$ cat config.mk
export PLATFORM = sky130hd
export DESIGN_NAME = sigmoid_segment_select
export DESIGN_NICKNAME = d
export VERILOG_FILES = /design/src/rtl/sigmoid_segment_select.sv
export SDC_FILE = /design/constraint.sdc
export NUM_CORES = 1
export LEC_CHECK = 0
export CORE_AREA = 2 2 75 77
export DETAILED_ROUTE_END_ITERATION = 16
export DIE_AREA = 0 0 77 79
export GPL_ROUTABILITY_DRIVEN = 0
export GPL_TIMING_DRIVEN = 0
export HOLD_SLACK_MARGIN = 0.08
export PLACE_DENSITY_LB_ADDON = 0.3
export SLEW_MARGIN = 30
export SYNTH_ARGS = -nofsm -noshare
export SYNTH_HDL_FRONTEND = slang
export SYNTH_SLANG_ARGS = --single-unit
$ cat constraint.sdc
create_clock -name clk -period 3.85 [get_ports clk]
set_clock_uncertainty 0.2 [all_clocks]
set_input_delay 0.5775 -clock clk [delete_from_list [all_inputs] [get_ports clk]]
set_output_delay 0.5775 -clock clk [all_outputs]
set_load 0.05 [all_outputs]
$ cat src/rtl/sigmoid_segment_select.sv
// Sigmoid segment selector: decodes the bf16 exponent of x into one of four
// polynomial segments and emits |x| with that segment's coefficients over a 2-stage handshake pipeline.
module sigmoid_segment_select #(
    parameter int                      DATA_W     = 16,
    parameter int                      COEF_W     = 16,
    parameter logic [16*COEF_W-1:0]    COEF_TABLE = '0
) (
    input  logic              clk,
    input  logic              rst,
    input  logic              valid_in,
    output logic              ready_in,
    input  logic [DATA_W-1:0] data_in,
    output logic              valid_out,
    input  logic              ready_out,
    output logic [DATA_W-1:0] data_out,
    output logic [COEF_W-1:0] a0,
    output logic [COEF_W-1:0] a1,
    output logic [COEF_W-1:0] a2,
    output logic [COEF_W-1:0] offset,
    output logic [1:0]        seg_out,
    output logic              neg_out,
    output logic              sat_out,
    output logic              nan_out
);

    localparam int MANT_W = 7;
    localparam int EXP_W  = 8;
    localparam int ENT_W  = 4 * COEF_W;

    // {seg[1:0], sat, nan} from the exponent/mantissa fields of a bf16 value
    function automatic logic [3:0] decode_seg(input logic [DATA_W-1:0] x);
        logic [EXP_W-1:0]  e;
        logic [MANT_W-1:0] m;
        logic [1:0]        seg;
        logic              sat;
        logic              nan;
        e   = x[DATA_W-2 -: EXP_W];
        m   = x[MANT_W-1:0];
        seg = 2'd0;
        sat = 1'b0;
        nan = 1'b0;
        if (e == '1) begin
            seg = 2'd3;
            nan = (m != '0);
            sat = (m == '0);
        end else if (e >= 8'd130) begin
            seg = 2'd3;
            sat = 1'b1;
        end else begin
            case (e)
                8'd127:  seg = 2'd1;
                8'd128:  seg = 2'd2;
                8'd129:  seg = 2'd3;
                default: seg = 2'd0;
            endcase
        end
        return {seg, sat, nan};
    endfunction

    function automatic logic [ENT_W-1:0] coef_entry(input logic [1:0] seg);
        return COEF_TABLE[int'(seg)*ENT_W +: ENT_W];
    endfunction

    logic              vld_p1;
    logic [DATA_W-1:0] x_p1;
    logic [1:0]        seg_p1;
    logic              sat_p1;
    logic              nan_p1;

    logic              vld_p2;
    logic [DATA_W-1:0] mag_p2;
    logic [ENT_W-1:0]  coef_p2;
    logic [1:0]        seg_p2;
    logic              neg_p2;
    logic              sat_p2;
    logic              nan_p2;

    logic              s1_en;
    logic              s2_en;

    // A stage may load when it is empty or when its content moves on this cycle
    assign s2_en    = !vld_p2 || ready_out;
    assign s1_en    = !vld_p1 || s2_en;
    assign ready_in = s1_en;

    // ---- stage 1: capture x with its decoded segment and flags
    always_ff @(posedge clk or negedge rst) begin
        if (!rst) begin
            vld_p1 <= 1'b0;
            x_p1   <= '0;
            seg_p1 <= '0;
            sat_p1 <= 1'b0;
            nan_p1 <= 1'b0;
        end else begin
            if (s1_en) begin
                vld_p1 <= valid_in;
            end
            if (s1_en && valid_in) begin
                x_p1                     <= data_in;
                {seg_p1, sat_p1, nan_p1} <= decode_seg(data_in);
            end
        end
    end

    // ---- stage 2: output bundle; data only loads with a valid sample so it holds when idle
    always_ff @(posedge clk or negedge rst) begin
        if (!rst) begin
            vld_p2  <= 1'b0;
            mag_p2  <= '0;
            coef_p2 <= '0;
            seg_p2  <= '0;
            neg_p2  <= 1'b0;
            sat_p2  <= 1'b0;
            nan_p2  <= 1'b0;
        end else begin
            if (s2_en) begin
                vld_p2 <= vld_p1;
            end
            if (s2_en && vld_p1) begin
                mag_p2  <= {1'b0, x_p1[DATA_W-2:0]};
                coef_p2 <= coef_entry(seg_p1);
                seg_p2  <= seg_p1;
                neg_p2  <= x_p1[DATA_W-1];
                sat_p2  <= sat_p1;
                nan_p2  <= nan_p1;
            end
        end
    end

    assign valid_out = vld_p2;
    assign data_out  = mag_p2;
    assign offset    = coef_p2[4*COEF_W-1 -: COEF_W];
    assign a2        = coef_p2[3*COEF_W-1 -: COEF_W];
    assign a1        = coef_p2[2*COEF_W-1 -: COEF_W];
    assign a0        = coef_p2[COEF_W-1:0];
    assign seg_out   = seg_p2;
    assign neg_out   = neg_p2;
    assign sat_out   = sat_p2;
    assign nan_out   = nan_p2;

endmodule

* Yosys cells after proc, flatten, opt, wreduce, memory -nomap -nowiden
Index checks and enable logic that the tools add are counted.
** Word-level totals
- Bits in registers :: 106
- Input bits :: 20
- Output and inout port bits :: 87
** Operators by class
- Multiplexer cells :: 6
- Magnitude comparators :: 1
- Shifts and indexed selects :: 1
- Reductions and logical operators :: 8
- Equal/unequal tests :: 4
** Operator list (number)
- variable part select 256 x 9 -> 64 bit (first input constant) :: 1
- == test 8 bit (second input constant) :: 3
- == test 8 x 7 -> 1 bit (second input constant) :: 1
- greater-or-equal comparator 8 bit (second input constant) :: 1
- zero test 7 bit :: 1
- nonzero test 7 bit :: 1
- one-hot mux 2 bit (3 select lines) :: 1
- 2-to-1 mux 2 bit :: 2
- 2-to-1 mux 1 bit :: 3
- logical AND 1 bit :: 2
- zero test 1 bit :: 2
- logical OR 1 bit :: 2

* Logic depth before layout (Yosys ltp)
Gate-level depths: netlist of the first run.
- Depth after elaboration :: 4
- Mapped depth :: 5

* Worst setup path before layout of the first run
Ideal clock, no wire load.
- Kind :: reg-to-reg
- Start :: reg vld_p2, in the netlist valid_out
- End :: reg x_p1[10]
- Path slack :: 1.945 ns
- Cell stages (with the launch flop) :: 5
- Buffers on the path :: 1
- Arrival :: 1.579 ns
- Data required time :: 3.525 ns
- Path through :: dfrtp_1 -> nand3b_4 -> nand2_4 -> buf_12 -> mux2_4
** Between the ends
- Cells in the longest elaborated chain, start to end :: 4
** RTL lines
- start, declared :: RTL line 70 : logic vld_p2;
- start signal, assigned :: RTL line 117 : vld_p2 <= vld_p1;
- zero test 1 bit :: RTL line 82 : assign s2_en = !vld_p2 || ready_out;
- logical OR 1 bit :: RTL line 82
- logical OR 1 bit :: RTL line 83 : assign s1_en = !vld_p1 || s2_en;
- named net ready_in :: RTL line 11 : output logic ready_in,
- logical AND 1 bit :: RTL line 98 : if (s1_en && valid_in) begin
- end signal, assigned :: RTL line 99 : x_p1 <= data_in;
- end, declared :: RTL line 65 : logic [DATA_W-1:0] x_p1;
The timed path passes the listed nets, and every way through them passes these cells.
A chain may end at the register's enable or synchronous reset.

* Worst setup path after layout of the first run
- Start :: in ready_out
- End :: out ready_in
** Between the ends
- Cells in the longest elaborated chain, start to end :: 2
** RTL lines
- start, declared :: RTL line 14 : input logic ready_out,
- logical OR 1 bit :: RTL line 82
- logical OR 1 bit :: RTL line 83
- end, declared :: RTL line 11
No other way between the ends.

==> flow_summary.json, run 1 <==
{
  "core_region_area_um2": 5340,
  "worstSetupPathType": "in -> out",
  "fin_nets": 307,
  "slowest_stage": "clkdlybuf4s50_1",
  "crit_chain": "clkdlybuf4s50_1, nand3b_4, clkdlybuf4s50_1",
  "cts_inserted_buffers": 5,
  "initial_core_util_pct": 42.7,
  "p_comb_share_pct": 44.7,
  "fill_cells": 465,
  "ctsResizeCount": 0,
  "fin_crit_ns": 2.80,
  "gr-total-overflow": 0,
  "path_max_fanout": 4,
  "postRouteAntennaNets": 0,
  "wl_per_cell_um": 10.9,
  "p_leak_nw": 1.67,
  "synth_compound_area_share_pct": 1.76,
  "status": "finished clean",
  "wl_met2_um": 1900,
  "fin_area_um2": 3150,
  "synth_seq_cells": 42,
  "setup_violations": 0,
  "worst_slew_pin_slew_ns": 0.505,
  "netSwitchingPower_mw": 0.624,
  "hp-class": "reg -> reg",
  "portBuffers": 41,
  "critical-path-top-delay-family": "buffers and inverters",
  "crit_cells": 3,
  "cp_common_cell": "clkdlybuf4s50_1",
  "path_buf_inv": 2,
  "clkPwrFrac_pct": 18.8,
  "clockBufferDepth": 2,
  "dp.final_hpwl_um": 3040,
  "synth_cells": 173,
  "drive_gt1_share_pct": 40.3,
  "clkSlewWorstSetupHoldPaths_ns": 0.07,
  "clk_latency_ns": 0.29,
  "cts.sinks": 42,
  "viasPerCell": 3.80,
  "cts_max_level": 2,
  "slowest_delay_ns": 0.81,
  "track_usage_pct": 13.6,
  "power_frac_seq_pct": 36.5,
  "grt_pass1_vias": 1354,
  "synth-adder-area-share_pct": 0,
  "slew_headroom_pct": 66.2,
  "finalPower_mw": 1.57,
  "first_pass_iters": 4,
  "setup-tns-final_ns": 0,
  "endpoint_kind": "primary output",
  "ys_warn_count": 0,
  "cap_violations": 0,
  "p_int_mw": 0.944,
  "placed_cell_area_um2": 3040,
  "vias": 1369,
  "syn_to_final_growth_pct": 38.1,
  "yosys.area_share.simple_pct": 5.54,
  "critPathRequiredTime_ns": 3.07,
  "synth_top_family_by_area": "buffers and inverters",
  "hold_path_depth": 2,
  "yosysSeqAreaShare_pct": 46.1,
  "r2r_cells": 4,
  "synth.area.mux_share_pct": 22.7,
  "antenna-diode-count": 0,
  "die_x_um": 77,
  "final_cell_mix": "65 x buf_4, 65 x conb_1, 42 x dfrtp_1",
  "root_buffer": "clkbuf_8",
  "drtIter0Drc": 54,
  "synthDistinctLibCells": 22,
  "power.density_nw_per_um2": 498,
  "cp-start-kind": "input port",
  "fmax_mhz": 357,
  "p_sw_share_pct": 39.8,
  "wl_met1_um": 1670,
  "routed_wl_um": 3940,
  "post_cts_buffers": 0,
  "holdWs_ns": 0.282,
  "die_area_um2": 6080,
  "syn_area_um2": 2280,
  "synth_xor_area_share_pct": 0,
  "cts_tree": "built",
  "die_height_um": 79,
  "finalCritPeriodShare_pct": 72.7,
  "grt_max_degree": 23,
  "drc": 0,
  "final-max-slew-violation-count": 0,
  "syn_area_per_cell_um2": 13.2,
  "critPathArrivalTime_ns": 2.02,
  "num_rows": 27,
  "grt_pass1_wl_um": 6420,
  "wl_met3_um": 304,
  "grt_setup_unrepaired": "no",
  "top_layer": "met4",
  "ir_worst_vdd_mv": 0.235,
  "hold_viol": 0,
  "antenna_found_initial": 0,
  "ios": 107
}
==> what timing repair did <==
item,in CTS,in global routing
setup endpoints to repair,0,0
hold buffers,1,0
endpoints found under the hold margin,20,0
==> worst reg2reg max path, stage by stage (launching register included) <==
cell and delay, ns:
dfrtp_1 0.42, nand2b_1 0.09, nand2_1 0.12, buf_6 0.20
mux2_4 0.32
==> through the flow <==
step | util, % | cells | setup WS, ns
4_1_cts | 59.0 | 360 | 1.04
5_1_grt | 59.0 | 360 | 1.00
3_3_place_gp | 56.6 | 350 | 0.955
3_5_place_dp | 57.0 | 351 | 1.04
2_1_floorplan | - | 237 | 1.95
6_report | 59.0 | 360 | 1.05
==> synth_stat cells <==
master	number	share of area (%)
buf_4	65	21
dfrtp_1	42	46
mux2_4	33	22
nand2_1	5	0.82
buf_6	3	1.5
o21ai_0	3	0.66
a21o_1	2	0.66
mux2_2	2	0.99
nand2b_1	2	0.55
nand3_1	2	0.44
nor2_1	2	0.33
nor4_1	2	0.55
a32o_1	1	0.44
and3_1	1	0.27
buf_12	1	0.88
conb_1	1	0.16
nand2_4	1	0.49
nand3b_4	1	0.88
nand4_1	1	0.27
nand4b_1	1	0.38
nor3_1	1	0.22
or2b_1	1	0.33
==> per-layer routing <==
| layer | vias up | GRT usage (%) |
|---|---|---|
| met5 | - | 0 |
| li1 | 674 | - |
| met2 | 64 | 21.9 |
| met1 | 624 | 16.7 |
| met3 | 7 | 4.43 |
| met4 | 0 | 6.25 |
==> flip-flops by register name, summed over array words and instances, names as in the netlist <==
signal / flops
nan_out: 1
seg_p1: 2
x_p1: 16
seg_out: 2
sat_out: 1
nan_p1: 1
valid_out: 1
vld_p1: 1
neg_out: 1
sat_p1: 1
data_out: 15
==> kinds of logic (layout without fill, tap and decap cells) <==
logic type / count (synthesis) / count (layout)
compound gates: 6 / 6
mux: 35 / 35
other cells: 1 / 65
buf+inv: 69 / 120
flops: 42 / 42
simple gates: 20 / 20
==> final cells by class <==
class / instances / area (um^2) / share of cell area [%]
Buffer: 69 / 542 / 17.2
Clock buffer: 6 / 82.6 / 2.62
Clock inverter: 2 / 12.5 / 0.397
Multi-Input combinational cell: 126 / 928 / 29.5
Sequential cell: 42 / 1050 / 33.4
Tap cell: 72 / 90.1 / 2.86
Timing Repair Buffer: 43 / 443 / 14.1
==> power by group through the flow <==
stage	clock network [mW]	registers (mW)	logic, mW
after floorplan	0	0.761	0.346
after global placement	0	0.578	0.691
after detailed placement	0	0.582	0.700
after CTS	0.306	0.575	0.703
after global routing	0.329	0.586	0.728
final	0.295	0.573	0.701
==> final timing paths <==
kind	from	to	slack, ns
worst max register to register	valid_out	data_out[14]	2.39
min in group asynchronous	rst	x_p1[5]	0.58
max in group asynchronous	rst	x_p1[3]	2.39
worst max-delay path	ready_out	ready_in	1.05
worst min register to register	seg_p1[0]	seg_p1[0]	0.28
worst min-delay path	seg_p1[0]	seg_p1[0]	0.28
Note: power is estimated with default switching activity, not from simulation.
==> run 2: changes to the inputs <==
- CORE_AREA: 2 2 75 77 -> 2 2 78 80
- DIE_AREA: 0 0 77 79 -> 0 0 80 82
- clock period: 3.85 -> 2.6 ns (I/O delays scaled with it)
==> run 2 against run 1 <==
Clock power is 32% higher. Largest cell class unchanged. Die area up 7.8%. Sequential share of layout area grew 0.13 points. Utilization is 4.4 points lower. Largest power group unchanged. Critical endpoint unchanged.
==> flow_summary.json, run 2 (synthesis results as in run 1) <==
{
  "status": "finished clean",
  "dp.final_hpwl_um": 3100,
  "cp-start-kind": "input port",
  "slew_headroom_pct": 63.0,
  "path_max_fanout": 4,
  "initial_core_util_pct": 39.7,
  "critPathRequiredTime_ns": 2.01,
  "busiest_layer": "met2",
  "cts.sinks": 42,
  "hp-class": "reg -> reg",
  "root_buffer": "clkbuf_8",
  "viasPerCell": 3.75,
  "power.density_nw_per_um2": 725,
  "core_region_area_um2": 5750,
  "wl_per_cell_um": 10.9,
  "setup_violations": 0,
  "reg2reg_to": "data_out[14]",
  "cts_max_level": 2,
  "grt_pass1_wl_um": 6210,
  "routed_wl_um": 3950,
  "fin_area_um2": 3140,
  "met1_usage_pct": 14.8,
  "fill_cells": 510,
  "regMostFlops": "x_p1",
  "clockBufferDepth": 2,
  "syn_to_final_growth_pct": 37.5,
  "final_cell_mix": "65 x buf_4, 65 x conb_1, 42 x dfrtp_1",
  "dp.cells": 354,
  "setup-tns-final_ns": 0,
  "use_met2_pct": 21.1,
  "fin_nets": 307,
  "die_area_um2": 6560,
  "track_usage_pct": 12.3,
  "fin_crit_ns": 2.42,
  "use_met3_pct": 3.74,
  "clk_latency_ns": 0.29,
  "drtIter0Drc": 21,
  "placed_cell_area_um2": 3050,
  "cts_inserted_buffers": 5,
  "reg2reg_from": "valid_out",
  "finalCritPeriodShare_pct": 93.1,
  "worstSetupPathType": "in -> out",
  "critPathArrivalTime_ns": 1.83,
  "r2r_cells": 4,
  "vias": 1357,
  "antenna-diode-count": 0,
  "num_rows": 28,
  "ios": 107,
  "r2r_slack_ns": 1.13,
  "gr-total-overflow": 0,
  "grt_setup_unrepaired": "no",
  "cts_tree": "built",
  "final-max-slew-violation-count": 0,
  "grt_pass1_vias": 1356,
  "cp_common_cell": "clkdlybuf4s50_1",
  "clkSlewWorstSetupHoldPaths_ns": 0.07,
  "first_pass_iters": 4,
  "portBuffers": 41,
  "ir_worst_vdd_mv": 0.456,
  "fin_cells": 362,
  "worst_slew_pin_slew_ns": 0.555,
  "hold_viol": 0,
  "hold_path_end": "x_p1[14]",
  "grt_max_degree": 24,
  "die_x_um": 80,
  "worstHoldStart": "x_p1[14]",
  "drc": 0,
  "fmax_mhz": 413,
  "endpoint_kind": "primary output",
  "crit_chain": "clkdlybuf4s50_1, nand3b_4, clkdlybuf4s50_1",
  "slowest_stage": "clkdlybuf4s50_1",
  "antenna_found_initial": 0,
  "die_height_um": 82,
  "drive_gt1_share_pct": 40.1,
  "slowest_delay_ns": 0.82,
  "largest_register_ffs": 16,
  "cap_violations": 0,
  "p_leak_nw": 1.67,
  "post_cts_buffers": 0,
  "hold_path_depth": 1,
  "postRouteAntennaNets": 0
}
-- run 2: changes by cell type in the layout (fill, tap and decap cells not counted), sizes merged --
cell / previous run / this run
clkinvlp: 1 / 0
clkinv: 1 / 2
clkbuf: 6 / 5
-- run 2: final cells by class --
cell class                      instances  area (um^2)  share of cell area [%]
Sequential cell                        42         1050                    33.5
Multi-Input combinational cell        126          928                    29.6
Buffer                                 69          542                    17.3
Timing Repair Buffer                   43          443                    14.1
Tap cell                               75         93.8                    2.99
Clock buffer                            5         68.8                    2.19
Clock inverter                          2         10.0                   0.319
-- run 2: stage by stage --
step | utilization, % | setup WS, ns | total power [mW] | hold slack, ns
after detailed placement | 53.0 | 0.175 | 1.90 | 0.207
after floorplan | - | 0.695 | 1.64 | -0.106
final | 54.6 | 0.180 | 2.27 | 0.288
after global routing | 54.6 | 0.107 | 2.38 | 0.321
after CTS | 54.6 | 0.170 | 2.29 | 0.288
after global placement | 52.7 | -0.119 | 1.88 | 0.262
-- run 2: metal layers --
metal  wire (um)  share of wire (%)
met5           0                  0
met1        1680                 43
met3         329                8.3
met2        1890                 48
met4          53                1.3
-- run 2: critical path, delay by kind of cell --
family | cells | cell delay [ns]
buffers and inverters | 2 | 1.29
and+or+nand+nor | 1 | 0.15
-- run 2: where the power goes --
part	leakage [nW]	internal (mW)	total [mW]	switching, mW
combinational	1.13	0.409	1.04	0.628
clock	0.0438	0.180	0.389	0.208
sequential	0.498	0.776	0.848	0.0720
total	1.67	1.36	2.27	0.908
-- run 2: worst max path at each step --
stage / slack [ns] / start / depth (start not counted) / end
after global placement: -0.12 / rst / 1 / seg_out[1]
after global routing: 0.11 / ready_out / 3 / ready_in
after floorplan: 0.70 / valid_out / 4 / x_p1[10]
final: 0.18 / ready_out / 3 / ready_in
after CTS: 0.17 / ready_out / 3 / ready_in
after detailed placement: 0.18 / ready_out / 3 / ready_in
-- run 2: repair_timing --
action                    CTS  global route
hold buffers                1             0
hold endpoints to repair   22             0
resized for setup           0             0
==> run 3: changes to the inputs <==
==> constraint.sdc (replaced) <==
create_clock -name clk -period 2.6 [get_ports clk]
set_clock_uncertainty 0.2 [all_clocks]
set_input_delay 0.78 -clock clk [delete_from_list [all_inputs] [get_ports clk]]
set_output_delay 0.78 -clock clk [all_outputs]
set_load 0.05 [all_outputs]
==> run 3 against run 2 <==
First-iteration DRC count up 9.5%. Sequential power hardly changed. Combinational power hardly changed. Critical path type is now reg -> out. Largest cell class unchanged. Largest power group unchanged.
==> flow_summary.json, run 3 (synthesis results as in run 1) <==
{
  "wl_per_cell_um": 10.9,
  "drc": 0,
  "gr-total-overflow": 0,
  "dpl_worst_slack_ns": -0.605,
  "num_rows": 28,
  "track_usage_pct": 12.3,
  "endpoint_kind": "primary output",
  "clockBufferDepth": 2,
  "dp.final_hpwl_um": 3100,
  "r2r_slack_ns": 1.05,
  "critPathRequiredTime_ns": 1.62,
  "postRouteAntennaNets": 0,
  "vias": 1361,
  "clk_latency_ns": 0.29,
  "holdWs_ns": 0.270,
  "portBuffers": 41,
  "first_pass_iters": 4,
  "grt_max_degree": 24,
  "cts_tree": "built",
  "cap_violations": 0,
  "die_height_um": 82,
  "clkPwrFrac_pct": 17.0,
  "power_frac_seq_pct": 37.3,
  "ios": 107,
  "fin_crit_ns": 2.53,
  "setup-tns-final_ns": 0,
  "final-seq-area_um2": 1050,
  "antenna_found_initial": 0,
  "core_region_area_um2": 5750,
  "startpoint": "valid_out",
  "cts_max_level": 2,
  "crit_chain": "clkdlybuf4s50_1",
  "finalCritPeriodShare_pct": 97.3,
  "die_x_um": 80,
  "final-max-slew-violation-count": 0,
  "die_area_um2": 6560,
  "critical-path-top-delay-family": "buffers and inverters",
  "fmax_mhz": 395,
  "fin_nets": 307,
  "worst_slew_pin_slew_ns": 0.552,
  "hold_viol": 0,
  "regMostFlops": "x_p1",
  "p_int_mw": 1.37,
  "cts_hold_buf": 0,
  "final_cell_mix": "66 x buf_4, 65 x conb_1, 42 x dfrtp_1",
  "p_sw_share_pct": 39.9,
  "dp.cells": 354,
  "grt_pass1_vias": 1358,
  "p_comb_share_pct": 45.7,
  "netSwitchingPower_mw": 0.907,
  "antenna-diode-count": 0,
  "routed_wl_um": 3940,
  "syn_to_final_growth_pct": 37.6,
  "p_leak_nw": 1.68,
  "r2r_cells": 5,
  "clkSlewWorstSetupHoldPaths_ns": 0.08,
  "drive_gt1_share_pct": 40.8,
  "initial_core_util_pct": 39.7,
  "grt_setup_unrepaired": "no",
  "setup_violations": 0,
  "crit_cells": 1,
  "viasPerCell": 3.76,
  "root_buffer": "clkbuf_8",
  "path_max_fanout": 3,
  "final_common_cell": "buf_4",
  "status": "finished clean",
  "cts.sinks": 42,
  "cp-start-kind": "flop",
  "worstSetupPathType": "reg -> out",
  "slowest_stage": "clkdlybuf4s50_1",
  "power.density_nw_per_um2": 724,
  "multi_input_area_um2": 928,
  "drtIter0Drc": 23,
  "critPathArrivalTime_ns": 1.55,
  "largest_register_ffs": 16,
  "finalPower_mw": 2.27,
  "ir_worst_vdd_mv": 0.456,
  "worst_slack_ns": 0.0704,
  "cts_inserted_buffers": 5,
  "reg2reg_from": "valid_out",
  "fill_cells": 511,
  "hp-class": "in -> async",
  "slew_headroom_pct": 63.2,
  "grt_pass1_wl_um": 6200,
  "path_buf_inv": 1,
  "fin_cells": 362,
  "reg2reg_to": "x_p1[10]",
  "slowest_delay_ns": 0.84
}
run 3: cell types whose count changed in the layout (fill, tap and decap cells not counted):
cell             change
buf_4                +1
clkdlybuf4s50_1      -1
buf_8                +1
dlygate4sd3_1        -1
run 3: power by group through the flow:
stage	Combinational, mW	Sequential, mW	Clock [mW]
4_1_cts	1.04	0.850	0.402
3_5_place_dp	1.04	0.861	0
3_3_place_gp	1.02	0.856	0
6_report	1.04	0.848	0.387
2_1_floorplan	0.513	1.13	0
5_1_grt	1.09	0.864	0.431
run 3: metrics by stage:
stage | instance area (um^2) | utilization [%]
2_1_floorplan | 2520 | -
4_1_cts | 3130 | 54.4
3_3_place_gp | 3030 | 52.7
5_1_grt | 3140 | 54.6
3_5_place_dp | 3050 | 53.0
6_report | 3140 | 54.6
run 3: repair_timing:
| action | CTS | global route |
|---|---|---|
| endpoints found under the setup margin | 1 | 1 |
| buffers inserted | 0 | 1 |
| gates resized for setup | 7 | 1 |
run 3: worst max-delay path by stage:
stage                end
2_1_floorplan   ready_in
3_3_place_gp    ready_in
3_5_place_dp    ready_in
4_1_cts         ready_in
5_1_grt        valid_out
6_report       valid_out
run 3: area by class of cell:
class	instances	area share, %
buffer	69	17.3
clock buffer	5	2.19
clock inverter	2	0.319
multi-input combinational	126	29.6
sequential	42	33.5
tap	75	2.99
timing repair buffer	43	14.2
run 3: routing by layer:
layer | up-vias | part of all wire, % | global-route usage, %
met3 | 6 | 8.4 | 3.74
met1 | 612 | 42 | 14.8
met5 | - | 0 | 0
met4 | 0 | 1.3 | 3.90
li1 | 674 | - | -
met2 | 69 | 48 | 21.1
